==> src/rtl/warp_scheduler.sv <==
// warp_scheduler: per-SM warp issue scheduler.
// Each warp slot runs a small IDLE/READY/ISSUED lifecycle FSM. One READY warp
// per cycle is chosen by round-robin rotation starting after the last accepted
// warp. The choice goes to the issue stage over a valid/ready handshake. A
// presented-but-stalled choice is locked until it is accepted.
module warp_scheduler #(
  parameter int NUM_WARPS_PER_SM = 4,
  parameter int WARP_ID_W        = $clog2(NUM_WARPS_PER_SM)
) (
  input  logic                        clk,
  input  logic                        reset,
  input  logic [NUM_WARPS_PER_SM-1:0] warpLaunch,
  input  logic [NUM_WARPS_PER_SM-1:0] warpResume,
  input  logic [NUM_WARPS_PER_SM-1:0] warpFinish,
  input  logic                        issueReady,
  output logic                        issueValid,
  output logic [NUM_WARPS_PER_SM-1:0] issueWarpOH,
  output logic [WARP_ID_W-1:0]        issueWarpId,
  output logic [WARP_ID_W:0]          activeCount,
  output logic                        allIdle
);

  typedef enum logic [1:0] {
    IDLE   = 2'd0,
    READY  = 2'd1,
    ISSUED = 2'd2
  } warp_state_t;

  warp_state_t state_q [NUM_WARPS_PER_SM];
  warp_state_t state_d [NUM_WARPS_PER_SM];

  logic [WARP_ID_W-1:0] last_id;
  logic                 lock_valid;
  logic [WARP_ID_W-1:0] lock_id;

  logic                 sel_found;
  logic [WARP_ID_W-1:0] sel_id;
  logic [WARP_ID_W-1:0] cand_id;
  logic                 handshake;
  logic [WARP_ID_W:0]   count_d;

  // State register for the per-warp lifecycle FSMs.
  always_ff @(posedge clk) begin
    // NOTE: the state array is a handful of flops, so it is reset explicitly;
    // every slot must come out of reset IDLE, not just the issue pointer.
    for (int i = 0; i < NUM_WARPS_PER_SM; i++) begin
      if (reset) begin
        // NOTE: sequential state uses non-blocking assignments so every
        // register samples pre-edge values regardless of block ordering.
        state_q[i] <= IDLE;
      end else begin
        state_q[i] <= state_d[i];
      end
    end
  end

  // Round-robin pick of the first READY warp after last_id, wrapping at the top.
  always_comb begin
    // NOTE: every variable gets a default before any conditional assignment,
    // otherwise paths that skip the assignment would infer a latch.
    sel_found = 1'b0;
    sel_id    = '0;
    cand_id   = '0;
    for (int k = 1; k <= NUM_WARPS_PER_SM; k++) begin
      cand_id = last_id + WARP_ID_W'(k);
      if (!sel_found && (state_q[cand_id] == READY)) begin
        sel_found = 1'b1;
        sel_id    = cand_id;
      end
    end
  end

  // Issue outputs: a locked choice overrides the rotation search.
  always_comb begin
    issueValid  = 1'b0;
    issueWarpId = '0;
    issueWarpOH = '0;
    if (lock_valid) begin
      issueValid  = 1'b1;
      issueWarpId = lock_id;
    end else if (sel_found) begin
      issueValid  = 1'b1;
      issueWarpId = sel_id;
    end
    if (issueValid) begin
      issueWarpOH[issueWarpId] = 1'b1;
    end
  end

  assign handshake = issueValid & issueReady;

  // Next-state logic for every warp slot; finish takes priority over resume.
  always_comb begin
    for (int i = 0; i < NUM_WARPS_PER_SM; i++) begin
      state_d[i] = state_q[i];
      case (state_q[i])
        IDLE: begin
          if (warpLaunch[i]) state_d[i] = READY;
        end
        READY: begin
          if (handshake && (issueWarpId == WARP_ID_W'(i))) state_d[i] = ISSUED;
        end
        ISSUED: begin
          if (warpFinish[i])      state_d[i] = IDLE;
          else if (warpResume[i]) state_d[i] = READY;
        end
        default: state_d[i] = IDLE;
      endcase
    end
  end

  // Population count of non-IDLE slots after this cycle's transitions.
  always_comb begin
    count_d = '0;
    for (int i = 0; i < NUM_WARPS_PER_SM; i++) begin
      if (state_d[i] != IDLE) count_d = count_d + {{WARP_ID_W{1'b0}}, 1'b1};
    end
  end

  // Rotation pointer, stall lock and registered active count.
  always_ff @(posedge clk) begin
    if (reset) begin
      last_id     <= '1;
      lock_valid  <= 1'b0;
      lock_id     <= '0;
      activeCount <= '0;
    end else begin
      activeCount <= count_d;
      if (handshake) begin
        last_id    <= issueWarpId;
        lock_valid <= 1'b0;
      end else if (issueValid) begin
        lock_valid <= 1'b1;
        lock_id    <= issueWarpId;
      end
    end
  end

  assign allIdle = (activeCount == '0);

endmodule
==> config.mk <==
export PLATFORM = sky130hd
export DESIGN_NAME = warp_scheduler
export DESIGN_NICKNAME = d
export VERILOG_FILES = /design/src/rtl/warp_scheduler.sv
export SDC_FILE = /design/constraint.sdc
export NUM_CORES = 1
export LEC_CHECK = 0
export ABC_CLOCK_PERIOD_IN_PS = 3900
export CAP_MARGIN = 10
export CORE_AREA = 2 2 40 70
export CTS_CLUSTER_SIZE = 40
export DETAILED_ROUTE_END_ITERATION = 12
export DIE_AREA = 0 0 42 72
export PLACE_DENSITY = 0.78
export SLEW_MARGIN = 10
export SYNTH_ARGS = -nofsm -noshare
export SYNTH_HDL_FRONTEND = slang
export SYNTH_SLANG_ARGS = --single-unit
==> constraint.sdc <==
create_clock -name clk -period 3.9 [get_ports clk]
set_input_delay 0.585 -clock clk [delete_from_list [all_inputs] [get_ports clk]]
set_output_delay 0.585 -clock clk [all_outputs]
set_load 0.05 [all_outputs]
==> key figures <==
STA
  – Fin Clk Skew: 0.00230 ns
  – Hold Vio Cnt, Final: 0
  – Period utilization: 92.8%
  – Slew Limit Fails: 0
  – RSZ-0062 raised after global routing: false
  – Setup WS post-layout: 0.280 ns
  – Hold slack: 0.495 ns
  – Worst-Margin Slew: 0.806 ns
  – Final Setup Violations: 0
  – Final min period: 3.62 ns
  – Setup TNS: 0 ns
  – Max Fclk: 276 MHz
  – Worst rel slew slack: 46.1%

Worst setup path
  – Crit end category: output pin
  – Cell Chain, Critical Path: nor2b_1 > or4_4 > o211a_4 > nor3_4 > inv_2 > nand2_2 > inv_2 > nor3_2 > clkdlybuf4s50_1
  – Crit-path max FO: 7
  – Cell mode on critical path: inv_2
  – Slowest Stage Delay on Critical Path: 0.82 ns
  – Critical Path Source Type: flip-flop
  – Buffers plus inverters on the worst setup path: 3
  – Critical path arrival: 3.03 ns
  – Slowest cell on the critical path: clkdlybuf4s50_1
  – WP data required: 3.31 ns
  – Crit path max-delay family: simple AND/OR/NAND/NOR gates
  – Setup CP Type: reg2out

Cells and area
  – Fillers: 209
  – Post-route cell area: 1520 um2
  – Final net count: 186
  – Most common cell after layout, fill and taps aside: clkdlybuf4s50_1
  – # diodes: 0
  – Share of layout cells above drive strength 1: 13.9%
  – End-of-flow core utilization: 62.3%
  – Synthesis-to-finish area growth: 24.6%
  – Most frequent cells in the layout: 25 x clkdlybuf4s50_1, 21 x nor2_1, 18 x dfxtp_1
  – Finished Layout Cells: 192

Min path
  – Hold crit path type: reg2reg

Placed design
  – Inst Count DP: 189
  – Placed Area: 1470 um2
  – Pre-CTS setup slack: 0.590 ns
  – IO buf count: 25
  – Detail Placement HPWL: 2.33 mm
  – GP Congestion: 0.850

Route
  – Antenna-violating nets left: 0
  – Drt total wl: 2.98 mm
  – Vias post-DR: 1154
  – DR vias/cell: 6.01
  – Drt pass-1 iters: 4
  – Drt wl/cell: 15.5 um
  – Residual DRC: 0
  – Detailed router's first-iteration violation count: 17

Global route
  – Initial antenna violation count: 0
  – Total grt overflow: 0
  – Vias in the first global route: 1136
  – Pin count of the biggest net entering global routing: 21
  – Global-route wire length before repair: 4.89 mm
  – Gr usage total: 21.0%

Synthesis
  – Ys flop type: dfxtp_1
  – Mapped Area: 1220 um2
  – EDFF count, synth: 0
  – Seq cells post-synth: 18
  – Syn Nets: 160
  – Distinct cells, synth: 50
  – Ys async rst share: 0%
  – Yosys warnings: 0
  – Mean Syn Cell Area: 8.56 um2
  – Cells after Synth: 142
  – Register area share after synthesis: 29.6%

Die
  – Chip width: 42 um
  – Die H: 72 um
  – Row cnt: 24
  – Core ar.: 2430 um2
  – Initial core utilization: 50.0%
  – Full die area: 3020 um2
  – # IOs: 26

CTS
  – CTS tree: done
  – Level count of the clock H-tree: 1
  – Clk_lat worst skew: 0.26 ns
  – Hold bufs inserted after CTS: 0
  – Root Driver: clkbuf_8
  – CTS sink cnt: 18
  – Post-CTS Setup Bufs: 0
  – Cts repair resizes: 0
  – Num CTS Buffers: 3
  – Clk slew on worst S/H paths: 0.06 ns
  – Clk buf depth: 2

Job
  – Max-Cap Viols: 0

Pwr
  – Leakage: 0.572 nW
  – Power Density: 732 nW/um2
  – Total chip power: 1.11 mW
  – Peak supply drop: 0.789 mV

Outcome
  – Outcome: finished, final reports clean
-- layer usage --
metal / GRT usage [%] / vias to the layer above / part of all wire (%)
met1: 21.7 / 542 / 38
met3: 2.24 / 5 / 4.4
met2: 39.8 / 40 / 55
met5: 0 / - / 0
li1: - / 567 / -
met4: 11.8 / 0 / 2.0
-- kinds of logic after synthesis --
kind of cell	after synthesis	share of synthesized area [%]
xor gates and xnor gates	3	2.16
adders and majority gates	3	3.09
DFF	18	29.6
buffers and inverters	12	4.73
AOI/OAI and AO/OA	43	28.5
and+or+nand+nor	60	28.4
muxes	3	3.50
-- worst min-delay path: stages, from the launching register on --
cell and delay (ns):
dfxtp_1 0.31, o21ai_0 0.07, a21oi_1 0.07
-- cell usage after synthesis, types with 3 or more instances --
| cell | number | area (um2) |
|---|---|---|
| nor2_1 | 21 | 78.8 |
| dfxtp_1 | 18 | 360 |
| o21ai_0 | 9 | 45.0 |
| a21oi_1 | 8 | 40.0 |
| nand2_1 | 6 | 22.5 |
| nand2b_1 | 6 | 37.5 |
| inv_1 | 5 | 18.8 |
| nand3b_1 | 4 | 30.0 |
| nor2b_1 | 4 | 25.0 |
| or3_1 | 4 | 25.0 |
| a31oi_1 | 3 | 18.8 |
| ha_1 | 3 | 37.5 |
| nand3_1 | 3 | 15.0 |
| nor3_1 | 3 | 15.0 |
| o41ai_2 | 3 | 48.8 |
-- report_power, final --
| part | internal, mW | total, mW | switching, mW |
|---|---|---|---|
| clock | 0.0688 | 0.130 | 0.0608 |
| sequential | 0.221 | 0.260 | 0.0393 |
| combinational | 0.246 | 0.719 | 0.473 |
-- path summary, 6_finish.rpt --
kind	from	end	slack, ns	cells after the start
setup / recovery	state_q[2][0]$_SDFF_PP0_	issueWarpOH[0]	0.28	9
hold / removal	lock_id[1]$_SDFFE_PP0P_	lock_id[1]$_SDFFE_PP0P_	0.49	2
setup reg to reg	state_q[0][0]$_SDFF_PP0_	state_q[2][0]$_SDFF_PP0_	1.72	7
hold reg to reg	lock_id[1]$_SDFFE_PP0P_	lock_id[1]$_SDFFE_PP0P_	0.49	2
-- final cells by class --
class	count	area [um2]	area share (%)
clock buffer	3	41.3	2.73
inverter	8	32.5	2.15
multi-input combinational	112	798	52.7
sequential	18	360	23.8
tap	26	32.5	2.15
timing repair buffer	25	250	16.5
(Power assumes the default switching activity.)
